File: config.mk
export PLATFORM = sky130hd
export DESIGN_NAME = uart_boot_loader
export DESIGN_NICKNAME = d
export VERILOG_FILES = /design/src/rtl/uart_boot_loader.sv
export SDC_FILE = /design/constraint.sdc
export NUM_CORES = 1
export LEC_CHECK = 0
export ABC_CLOCK_PERIOD_IN_PS = 3000
export CORE_MARGIN = 10
export CORE_UTILIZATION = 45
export CTS_CLUSTER_DIAMETER = 80
export DETAILED_ROUTE_END_ITERATION = 8
export PLACE_DENSITY = 0.66
export SYNTH_ARGS = -nofsm -noshare
export SYNTH_HDL_FRONTEND = slang
export SYNTH_SLANG_ARGS = --single-unit
File: constraint.sdc
create_clock -name clk_i -period 3 [get_ports clk_i]
set_clock_uncertainty 0.05 [all_clocks]
set_input_delay 0.75 -clock clk_i [delete_from_list [all_inputs] [get_ports clk_i]]
set_output_delay 0.75 -clock clk_i [all_outputs]
set_load 0.05 [all_outputs]
File: src/rtl/uart_boot_loader.sv
// uart_boot_loader: receives a program image over an 8N1 UART line, packs the
// bytes into 32-bit little-endian words, writes them to instruction memory and
// releases the core once the whole image has arrived.
// Image: LEN_LO, LEN_HI (word count N), then 4N data bytes, LSB first.
// Optional macro BOOT_LOADER_CHECKSUM_EN: one trailer byte must equal the XOR
// of all data bytes before the core is released.
module uart_boot_loader #(
    parameter int unsigned CLKS_PER_BIT = 868,
    parameter int unsigned MAX_WORDS    = 1024
) (
    input  logic        clk_i,
    input  logic        reset_i,
    input  logic        uart_rx_i,
    output logic        imem_write_enable_o,
    output logic [31:0] imem_address_o,
    output logic [31:0] imem_data_o,
    output logic        core_reset_o,
    output logic        busy_o,
    output logic        done_o,
    output logic        error_o
);

    localparam int unsigned CNT_W = $clog2(CLKS_PER_BIT);
    localparam logic [CNT_W-1:0] HALF_BIT = CNT_W'(CLKS_PER_BIT / 2 - 1);
    localparam logic [CNT_W-1:0] FULL_BIT = CNT_W'(CLKS_PER_BIT - 1);

    typedef enum logic [1:0] {R_IDLE, R_START, R_DATA, R_STOP} rx_state_t;

    typedef enum logic [2:0] {
        S_LEN0, S_LEN1, S_DATA, S_WRITE, S_DONE, S_ERROR
`ifdef BOOT_LOADER_CHECKSUM_EN
        , S_CHECK
`endif
    } state_t;

    // ------------------------------------------------------------------
    // RX front end
    // ------------------------------------------------------------------
    logic             rx_meta, rx_sync, rx_prev;
    rx_state_t        rx_state, rx_next;
    logic [CNT_W-1:0] bit_clk;
    logic [2:0]       bit_idx;
    logic [7:0]       rx_shift;
    logic             byte_valid, frame_err;
    logic             bit_tick;

    // Two-flop synchronizer plus one delayed copy for falling-edge detection;
    // all reset to the idle-high level so reset release never looks like a start bit.
    always_ff @(posedge clk_i) begin
        // NOTE: sequential state uses non-blocking assignments so every flop
        // samples the pre-edge values of the others.
        if (!reset_i) begin
            rx_meta <= 1'b1;
            rx_sync <= 1'b1;
            rx_prev <= 1'b1;
        end else begin
            rx_meta <= uart_rx_i;
            rx_sync <= rx_meta;
            rx_prev <= rx_sync;
        end
    end

    // The start bit is checked at half a bit period, data and stop bits one
    // full period apart after that, so every sample lands mid-bit.
    assign bit_tick = (rx_state == R_START) ? (bit_clk == HALF_BIT) : (bit_clk == FULL_BIT);

    // Receiver state register.
    always_ff @(posedge clk_i) begin
        if (!reset_i) rx_state <= R_IDLE;
        else          rx_state <= rx_next;
    end

    // Receiver next-state: a start bit that reads high at mid-bit was a glitch.
    always_comb begin
        // NOTE: defaults first, so no path through the case leaves a signal
        // unassigned and no latch is inferred.
        rx_next = rx_state;
        case (rx_state)
            R_IDLE:  if (rx_prev && !rx_sync)        rx_next = R_START;
            R_START: if (bit_tick)                   rx_next = rx_sync ? R_IDLE : R_DATA;
            R_DATA:  if (bit_tick && bit_idx == 3'd7) rx_next = R_STOP;
            R_STOP:  if (bit_tick)                   rx_next = R_IDLE;
            default:                                 rx_next = R_IDLE;
        endcase
    end

    // Bit timer, LSB-first shift register and the one-cycle byte/framing pulses.
    always_ff @(posedge clk_i) begin
        if (!reset_i) begin
            bit_clk    <= '0;
            bit_idx    <= '0;
            rx_shift   <= '0;
            byte_valid <= 1'b0;
            frame_err  <= 1'b0;
        end else begin
            byte_valid <= 1'b0;
            frame_err  <= 1'b0;
            if (rx_state == R_IDLE || bit_tick) bit_clk <= '0;
            else                                bit_clk <= bit_clk + 1'b1;
            case (rx_state)
                R_START: if (bit_tick) bit_idx <= '0;
                R_DATA: begin
                    if (bit_tick) begin
                        rx_shift <= {rx_sync, rx_shift[7:1]};
                        bit_idx  <= bit_idx + 3'd1;
                    end
                end
                R_STOP: begin
                    if (bit_tick) begin
                        byte_valid <= rx_sync;
                        frame_err  <= !rx_sync;
                    end
                end
                default: ;
            endcase
        end
    end

    // ------------------------------------------------------------------
    // Image loader
    // ------------------------------------------------------------------
    state_t      state, state_next;
    logic [7:0]  len_lo;
    logic [15:0] word_len;
    logic [15:0] word_idx;
    logic [1:0]  byte_idx;
    logic [23:0] word_q;
    logic [31:0] addr_q, data_q;
    logic [15:0] len_word;
    logic        len_ok;
    logic        last_word;
`ifdef BOOT_LOADER_CHECKSUM_EN
    logic [7:0]  csum;
`endif

    assign len_word  = {rx_shift, len_lo};
    assign len_ok    = (len_word != 16'd0) && ({16'd0, len_word} <= MAX_WORDS);
    assign last_word = (word_idx + 16'd1 == word_len);

    // Loader state register.
    always_ff @(posedge clk_i) begin
        if (!reset_i) state <= S_LEN0;
        else          state <= state_next;
    end

    // Loader next-state and status outputs; a framing error aborts any load in flight.
    always_comb begin
        state_next          = state;
        imem_write_enable_o = 1'b0;
        busy_o              = 1'b0;
        done_o              = 1'b0;
        error_o             = 1'b0;
        core_reset_o        = 1'b0;
        case (state)
            S_LEN0: if (byte_valid) state_next = S_LEN1;
            S_LEN1: begin
                busy_o = 1'b1;
                if (byte_valid) state_next = len_ok ? S_DATA : S_ERROR;
            end
            S_DATA: begin
                busy_o = 1'b1;
                if (byte_valid && byte_idx == 2'd3) state_next = S_WRITE;
            end
            S_WRITE: begin
                busy_o              = 1'b1;
                imem_write_enable_o = 1'b1;
`ifdef BOOT_LOADER_CHECKSUM_EN
                state_next = last_word ? S_CHECK : S_DATA;
`else
                state_next = last_word ? S_DONE : S_DATA;
`endif
            end
`ifdef BOOT_LOADER_CHECKSUM_EN
            S_CHECK: begin
                busy_o = 1'b1;
                if (byte_valid) state_next = (rx_shift == csum) ? S_DONE : S_ERROR;
            end
`endif
            S_DONE: begin
                done_o       = 1'b1;
                core_reset_o = 1'b1;
            end
            S_ERROR: error_o = 1'b1;
            default: state_next = S_ERROR;
        endcase
        if (frame_err && state != S_DONE && state != S_ERROR) state_next = S_ERROR;
    end

    // Length capture, byte packing and the address/data registers that hold
    // the last written word between strobes.
    always_ff @(posedge clk_i) begin
        if (!reset_i) begin
            len_lo   <= '0;
            word_len <= '0;
            word_idx <= '0;
            byte_idx <= '0;
            word_q   <= '0;
            addr_q   <= '0;
            data_q   <= '0;
`ifdef BOOT_LOADER_CHECKSUM_EN
            csum     <= '0;
`endif
        end else begin
            case (state)
                S_LEN0: if (byte_valid) len_lo <= rx_shift;
                S_LEN1: begin
                    if (byte_valid) begin
                        word_len <= len_word;
                        word_idx <= '0;
                        byte_idx <= '0;
`ifdef BOOT_LOADER_CHECKSUM_EN
                        csum     <= '0;
`endif
                    end
                end
                S_DATA: begin
                    if (byte_valid) begin
                        byte_idx <= byte_idx + 2'd1;
`ifdef BOOT_LOADER_CHECKSUM_EN
                        csum     <= csum ^ rx_shift;
`endif
                        case (byte_idx)
                            2'd0: word_q[7:0]   <= rx_shift;
                            2'd1: word_q[15:8]  <= rx_shift;
                            2'd2: word_q[23:16] <= rx_shift;
                            default: begin
                                addr_q <= {14'd0, word_idx, 2'b00};
                                data_q <= {rx_shift, word_q};
                            end
                        endcase
                    end
                end
                S_WRITE: word_idx <= word_idx + 16'd1;
                default: ;
            endcase
        end
    end

    assign imem_address_o = addr_q;
    assign imem_data_o    = data_q;

endmodule
==> results of run 1 <==
power groups by stage:
stage	logic, W	clock network [W]	registers, W
after global routing	0.000101	0.00211	0.00193
after global placement	0.0000950	0	0.00197
final	0.0000966	0.00199	0.00193
after CTS	0.0000961	0.00203	0.00193
after detailed placement	0.0000958	0	0.00197
after floorplan	0.000106	0	0.00197
through the flow:
| stage | utilization [%] | cell area, sq um | power, W | hold slack [ns] |
|---|---|---|---|---|
| CTS | 53.4 | 7810 | 0.00406 | 0.362 |
| global route | 53.4 | 7810 | 0.00415 | 0.391 |
| detailed placement | 49.6 | 7260 | 0.00207 | 0.346 |
| floorplan | - | 6850 | 0.00208 | 0.336 |
| finish | 53.4 | 7810 | 0.00402 | 0.360 |
| global placement | 49.6 | 7260 | 0.00207 | 0.342 |
sequential cells by signal, indices dropped and copies added, names as in the netlist, 2 cells and up, named ones only:
register / count
len_lo: 8
imem_address_o: 16
word_idx: 16
bit_clk: 10
byte_idx: 2
rx_shift: 8
word_q: 24
word_len: 16
state: 3
bit_idx: 3
imem_data_o: 32
cell type report:
cell class	count	area, sq um
Clock buffer	23	478
Clock inverter	9	81.3
Fill cell	1392	6830
Inverter	10	37.5
Multi-Input combinational cell	585	3450
Sequential cell	145	2900
Tap cell	184	230
Timing Repair Buffer	64	633
critical path, cell delays in order, from the launching register on:
cell and delay, ns:
dfxtp_1 0.48, nand2b_1 0.17, nor2_1 0.16, clkdlybuf4s50_1 0.84
cell usage in the layout, fill, tap and decap left out, drive strengths merged, types with 3 or more instances in the layout:
cell / instances
nand4: 6
clkinvlp: 3
ha: 8
conb: 16
o21ai: 19
dfxtp: 145
nor2: 35
buf: 11
nand2b: 8
inv: 10
a21oi: 14
a31oi: 3
a21boi: 100
xor2: 14
a22oi: 4
and3: 6
nor2b: 26
nor4: 11
xnor2: 17
clkbuf: 23
or4: 5
clkdlybuf4s50: 51
mux2i: 10
nand3b: 4
nand3: 37
clkinv: 5
a211oi: 3
and2: 9
nand2: 192
nor3: 10
synthesized netlist by cell type, drive strengths merged (2+ instances only):
cell type,n,area share (%)
nand2,192,11
dfxtp,145,43
a21boi,100,11
clkbuf,50,3.1
nand3,37,3.0
nor2,35,1.9
buf,30,3.6
nor2b,26,2.4
o21ai,19,1.4
xnor2,17,2.2
a21oi,14,1.0
xor2,14,1.8
nor4,11,1.8
mux2i,10,1.5
nor3,10,0.81
and2,9,0.83
inv,9,0.50
ha,8,1.5
nand2b,8,0.74
and3,6,0.57
nand4,6,0.99
or4,5,0.55
a22oi,4,0.44
nand3b,4,0.44
a211oi,3,0.33
a31oi,3,0.28
and4,2,0.28
o2111ai,2,0.26
o21a,2,0.22
o2bb2ai,2,0.26
o31a,2,0.26
o31ai,2,0.22
or2,2,0.18
path summary, 6_finish.rpt:
path | end | cells past startpoint
max | error_o | 3
min | rx_sync | 1
max reg2reg | state[2] | 7
min reg2reg | rx_sync | 1
cells by family after synthesis:
kind of cell	count (synthesis)	synth area share, %
DFF	145	42.7
other	1	0.0552
AOI/OAI and AO/OA	160	16.8
buffers and inverters	91	7.35
muxes	11	1.64
adders and majority gates	8	1.47
and+or+nand+nor	359	26.0
xor gates and xnor gates	31	3.99
routing by layer:
metal | GRT usage (%) | share of wire, % | up-vias
met1 | 19.0 | 47 | 2532
li1 | - | - | 2710
met2 | 24.2 | 46 | 123
met5 | 0 | 0 | -
met3 | 4.94 | 5.7 | 17
met4 | 5.48 | 1.4 | 0
==> run metrics, run 1 <==
FP Rows=44; final setup fails=0; sw frac=21.5%; Slew Limit Fails=0; Post-synth EDFFs=0; Tmin final=2.86 ns; Worst slew margin=between 40% and 50%; largest net degree at the start of global routing=~140; # IOs=72; Place WS=around 0.37 ns; unrepaired setup endpoints after global routing=false; clk_lat worst skew=0.41 ns; synth warn=0; Comb pwr share=2.4%; Placer Congestion=0.830; crit start category=register; Post-Layout Cell Count=1020; Sequential Power Share=between 40% and 50%; Remaining Overflow, GRT=0; Inst Count DP=between 900 and 1000; Post-Syn Area=between 6000 and 7000 sq um; number of diodes=0; setup TNS=0 ns; CP required=around 2.2 ns; layout cells sized above 1=roughly 6.8%; vias per cell=around 5.3; CTS tree=yes; final cycle utilization of the critical path=a little over nine tenths; Final ANT Viol Nets=0; Die Y=about 140 um; worst-case clock buffer depth=2; post-synthesis sequential area ratio=between 40% and 50%; crit path from=state[0]; drt initial violations=453; worst-margin pin slew=around 0.78 ns; Main synth FF type=dfxtp_1; #FFs+latches synth=145; vias after detailed routing=5382; CTS root buf=clkbuf_16; initial antenna violation count=0; die area=20400 sq um; IO buf count=55; Area growth syn-to-layout=15.0%; cts repair resizes=2; first-pass GRT wire length=~26000 um; Worst R2R Start=word_idx[0]; core outline area=approximately 15000 sq um; fraction of registers with async set/reset=0%; fmax=~350 MHz; H-tree depth=4; drt first pass iters=4; min-delay worst type=register to register; Fin. Hold Viols=0; crit-path max FO=10; CP Class=register to output port; maximum VDD drop=around 360 uV; DR WL/cell=roughly 15 um; # DRC=0; Post-Syn Instances=806; postcts setup bufs=0; total CTS buffers=17; Critical Path AT=2.06 ns; Psw=~0.00086 W; Clk pwr share=between 40% and 50%; final net count=834; outcome=finished clean; GRT Util Overall=approximately 15%; drt total wl=15500 um; post-DP HPWL=roughly 10000 um; CP Capture Type=output port; initial core utilization=a little under half; syn_area_per_cell=approximately 8.4 sq um; CTS sink count=between 100 and 150; PwrDens=about 510 nW/um^2; Pint=~0.0032 W; CTS hold repair buffers=0; library cells used by synthesis=63; final setup margin=0.136 ns; vias in the first global route=~5200; leak pwr=between 2 and 3 nW; Worst-path clk slew=~0.06 ns; Die X=approximately 140 um; hold_sp=rx_meta; max-cap violations=0; r2r setup slk=0.30 ns
Note: power is estimated with default switching activity, not from simulation.
==> run 2, diff against run 1 <==
CTS_BUF_LIST = sky130_fd_sc_hd__clkbuf_8   (was default)
==> run 2 against run 1 <==
Effect of this change: register-to-register slack hardly changed; wire length is 0.97% lower; first-iteration DRC count fell by 3.5%; fmax barely moved; non-clock buffer count unchanged; sequential share of layout area up 0.92 points; core utilization fell by 1.3 points; clock power fell by 29%; total power fell by 14%; count of clock-buffer cells in the layout is 3 lower; via count shrank 0.28%; die area unchanged; critical path type unchanged.
==> run metrics, run 2 (synthesized netlist as in run 1, its figures left out) <==
outcome=finished clean; worst-case clock buffer depth=2 (unchanged); Psw=0.000790 W (-8.6%); leak pwr=2.71 nW (-2.0%); Tmin final=2.87 ns (+0.00279 ns); CP Class=register to output port; most common cell after layout, fill and taps aside=nand2_1; crit start category=register; Fin. Hold Viols=0 (unchanged); vias per cell=5.26 (-0.28%); vias in the first global route=5128 (-0.47%); Critical Path AT=2.07 ns (about the same); Comb pwr share=2.8% (+0.4 points); hold_sp=rx_meta; # IOs=72 (unchanged); DR WL/cell=15.0 um (-0.97%); unrepaired setup endpoints after global routing=false; Critical-path top delay cell=clkdlybuf4s50_1; sw frac=22.9% (+1.4 points); worst-margin pin slew=0.771 ns (-0.00581 ns); CTS hold repair buffers=0 (unchanged); Place WS=0.373 ns (unchanged); drt initial violations=437 (-3.5%); CP most frequent cell=nor2_1; Worst slew margin=48.2% (+0.39 points); crit path from=state[1]; Pint=0.00266 W (-16%); # DRC=0 (unchanged); Final ANT Viol Nets=0 (unchanged); initial antenna violation count=0 (unchanged); Worst-path clk slew=0.08 ns (+0.02 ns); Die Y=143 um (unchanged); PwrDens=453 nW/um^2 (-12%); CP Cell Sequence=nor2_1 > nor2_1 > clkdlybuf4s50_1; setup TNS=0 ns (unchanged); largest net degree at the start of global routing=136 (unchanged); crit-path max FO=10 (unchanged); Sequential Power Share=55.9% (+7.9 points); fmax=349 MHz (about the same); number of diodes=0 (unchanged); die area=20400 sq um (unchanged); GRT Util Overall=15.2% (-0.056 points); CTS tree=yes; worst stage delay on the critical path=0.84 ns (about the same); CTS root buf=clkbuf_8; initial core utilization=46.4% (unchanged); min-delay worst type=register to register; max-cap violations=0 (unchanged); Placed Area=7260 sq um (unchanged); post-DP HPWL=10300 um (unchanged); total CTS buffers=17 (unchanged); CP Capture Type=output port; Area growth syn-to-layout=12.2%; Placer Congestion=0.830 (unchanged); final net count=834 (unchanged); CP required=2.20 ns (about the same); IO buf count=55 (unchanged); final cycle utilization of the critical path=95.6% (about the same); drt first pass iters=4 (unchanged); maximum VDD drop=336 uV (-6.6%); fin area=7620 sq um (-2.4%); CTS sink count=145 (unchanged); Remaining Overflow, GRT=0 (unchanged); Slew Limit Fails=0 (unchanged); H-tree depth=4 (unchanged); final setup margin=0.133 ns (-0.00279 ns); most frequent cells in the layout=nand2_1 (191), dfxtp_1 (145), a21boi_0 (100); Clk pwr share=41.3% (-8.3 points); FP Rows=44 (unchanged); Largest register FFs=32 (unchanged); Die X=143 um (unchanged); Worst R2R Start=word_idx[0]; postcts setup bufs=0 (unchanged); layout cells sized above 1=6.82% (unchanged); core outline area=14600 sq um (unchanged); clk_lat worst skew=0.45 ns (+0.04 ns); vias after detailed routing=5367 (-0.28%); drt total wl=15300 um (-0.97%); final setup fails=0 (unchanged); first-pass GRT wire length=25400 um (-0.78%)
run 2: cell types whose count changed in the layout (fill, tap and decap cells not counted):
cell	previous run	this run
clkbuf_8	3	20
dlymetal6s2s_1	0	1
inv_1	9	12
clkbuf_1	3	0
clkdlybuf4s50_1	51	50
clkbuf_16	17	0
run 2: layout make-up:
| class | count | area [sq um] |
|---|---|---|
| clock buffer | 20 | 275 |
| clock inverter | 12 | 92.6 |
| fill | 1415 | 7020 |
| inverter | 10 | 37.5 |
| multi-input combinational | 585 | 3450 |
| sequential | 145 | 2900 |
| tap | 184 | 230 |
| timing repair buffer | 64 | 636 |
run 2: metrics by stage:
| stage | hold WS, ns | total power (W) | instances | util, % |
|---|---|---|---|---|
| final | 0.362 | 0.00345 | 1020 | 52.1 |
| after global placement | 0.342 | 0.00207 | 988 | 49.6 |
| after detailed placement | 0.346 | 0.00207 | 988 | 49.6 |
| after floorplan | 0.336 | 0.00208 | 821 | - |
| after CTS | 0.367 | 0.00350 | 1020 | 52.1 |
| after global routing | 0.396 | 0.00358 | 1020 | 52.1 |
run 2: critical path: cells and delay by family (launching register included):
kind          cells  cell delay [ns]
buf+inv           1             0.84
flops             1             0.51
simple gates      2             0.26
run 2: final timing paths:
| path | end | slack, ns | cells past startpoint |
|---|---|---|---|
| worst max-delay path | busy_o | 0.13 | 3 |
| worst max register to register | state[2] | 0.29 | 7 |
| worst min register to register | rx_sync | 0.36 | 1 |
| worst min-delay path | rx_sync | 0.36 | 1 |
run 2: power by group through the flow:
stage	clock, W	sequential (W)	combinational (W)
global placement	0	0.00197	0.0000950
detailed placement	0	0.00197	0.0000958
global route	0.00155	0.00193	0.000101
finish	0.00142	0.00193	0.0000965
floorplan	0	0.00197	0.000106
CTS	0.00147	0.00193	0.0000960
run 2: repair_timing:
item	in CTS	in global routing
endpoints found under the hold margin	0	0
resized for setup	2	1
setup endpoints to repair	2	1
run 2: layer usage:
metal	vias to the layer above	part of all wire (%)	track usage, %	wire (um)
met5	-	0	0	0
met4	0	1.4	5.27	220
met3	18	6.5	5.41	999
met2	110	46	23.9	7010
met1	2533	46	18.9	7090
li1	2706	-	-	-
==> run 3, diff against run 2 <==
CAP_MARGIN = 0   (was default)
GPL_ROUTABILITY_DRIVEN = 0   (was default)
SLEW_MARGIN = 10   (was default)
==> run 3 against run 2 <==
Effect of this change: setup slack improved by 0.049 ns; fmax grew 1.7%; total power is 1.9% higher; register-to-register slack gained 0.04 ns; core utilization grew 0.077 points.
==> run metrics, run 3 (synthesized netlist as in run 1, its figures left out) <==
fmax=355 MHz (+1.7%); min-delay worst type=register to register; CTS hold repair buffers=0 (unchanged); Final ANT Viol Nets=0 (unchanged); DR WL/cell=15.1 um (+0.58%); crit path from=state[2]; PwrDens=460 nW/um^2 (+1.7%); vias per cell=5.24 (-0.34%); CTS root buf=clkbuf_8; leak pwr=2.72 nW (+0.56%); vias in the first global route=5121 (-0.14%); Tmin final=2.82 ns (-0.0486 ns); Worst-path clk slew=0.08 ns (about the same); CP required=2.20 ns (about the same); Slew Limit Fails=0 (unchanged); Worst slew margin=45.2% (-2.9 points); layout cells sized above 1=6.82% (unchanged); vias after detailed routing=5349 (-0.34%); FP Rows=44 (unchanged); Fin. Hold Viols=0 (unchanged); Post-Layout Cell Count=1020 (unchanged); CP Capture Type=output port; Buffers & Inverters on Critical Path=2 (+1); maximum VDD drop=305 uV (-9.2%); hold endpoint=rx_sync; Inst Count DP=989 (+0.10%); worst stage delay on the critical path=0.59 ns (-0.25 ns); most common cell after layout, fill and taps aside=nand2_1; post-DP HPWL=10400 um (+0.76%); Worst R2R Start=word_idx[0]; unrepaired setup endpoints after global routing=false; crit start category=register; total CTS buffers=17 (unchanged); # DRC=0 (unchanged); crit-path leading delay family=buffers and inverters; first-pass GRT wire length=25700 um (+1.2%); initial antenna violation count=0 (unchanged); CTS tree=yes; GRT Util Overall=15.4% (+0.14 points); final net count=835 (+0.12%); Hold Path Depth=1 (unchanged); IO buf count=55 (unchanged); r2r setup slk=0.33 ns (+0.04 ns); worst-case clock buffer depth=2 (unchanged); drt total wl=15400 um (+0.58%); final setup fails=0 (unchanged); hold_sp=rx_meta; outcome=finished clean; largest net degree at the start of global routing=131 (-3.7%); initial core utilization=46.4% (unchanged); setup TNS=0 ns (unchanged); Remaining Overflow, GRT=0 (unchanged); most frequent cells in the layout=nand2_1 (191), dfxtp_1 (145), a21boi_0 (100); drt initial violations=525 (+20%); worst-margin pin slew=0.815 ns (+0.0436 ns); worst r2r path cells=7 (unchanged); r2r endpoint=state[2]; H-tree depth=4 (unchanged); clk_lat worst skew=0.44 ns (about the same); CTS sink count=145 (unchanged); Area growth syn-to-layout=12.4%; crit-path max FO=6 (-4); CP Class=register to output port; drt first pass iters=5 (+1); CP Cell Sequence=inv_1 > nor3_1 > dlygate4sd2_1; Largest register FFs=32 (unchanged); # IOs=72 (unchanged); Die Y=143 um (unchanged); Critical Path AT=2.02 ns (-0.05 ns); number of diodes=0 (unchanged); Die X=143 um (unchanged); max-cap violations=0 (unchanged); final cycle utilization of the critical path=93.9% (-1.6 points); die area=20400 sq um (unchanged); core outline area=14600 sq um (unchanged); Critical-path top delay cell=dlygate4sd2_1
run 3: report_power, final:
part           internal, W  total (W)  switching (W)  leakage, nW
registers          0.00193    0.00193     0.00000319         1.17
logic            0.0000270  0.0000959      0.0000689         1.36
clock network     0.000766    0.00149       0.000724        0.193
run 3: final cells by class:
class | count | area [sq um]
well taps | 184 | 230
clock inverters | 12 | 120
clock buffers | 19 | 262
fillers | 1410 | 7010
flip-flops and latches | 145 | 2900
inverters | 10 | 37.5
repair buffers | 65 | 633
multi-input cells | 585 | 3450
run 3: timing repair:
item	in CTS	in global routing
gates resized for setup	2	2
endpoints found under the setup margin	2	2
buffers inserted	0	0
run 3: per-layer routing:
metal | global-route usage, % | share of wire (%) | vias up
met2 | 24.5 | 46 | 122
met3 | 5.31 | 6.1 | 19
met5 | 0 | 0 | -
met4 | 4.94 | 1.3 | 0
li1 | - | - | 2699
met1 | 19.1 | 47 | 2509
run 3: through the flow:
step	instance area [sq um]	setup WS [ns]	hold WS (ns)	util, %	total power, W
after floorplan	6850	0.163	0.336	-	0.00208
after global placement	7250	0.439	0.343	49.5	0.00207
after detailed placement	7250	0.359	0.342	49.5	0.00207
after CTS	7630	0.0708	0.362	52.1	0.00355
after global routing	7640	0.0570	0.401	52.1	0.00365
final	7640	0.182	0.361	52.1	0.00351
run 3: worst max path at each step:
stage,endpoint,slack [ns],cells past startpoint
after floorplan,done_o,0.16,3
after global placement,done_o,0.44,3
after detailed placement,state[2],0.36,7
after CTS,error_o,0.07,3
after global routing,state[2],0.06,7
final,done_o,0.18,3
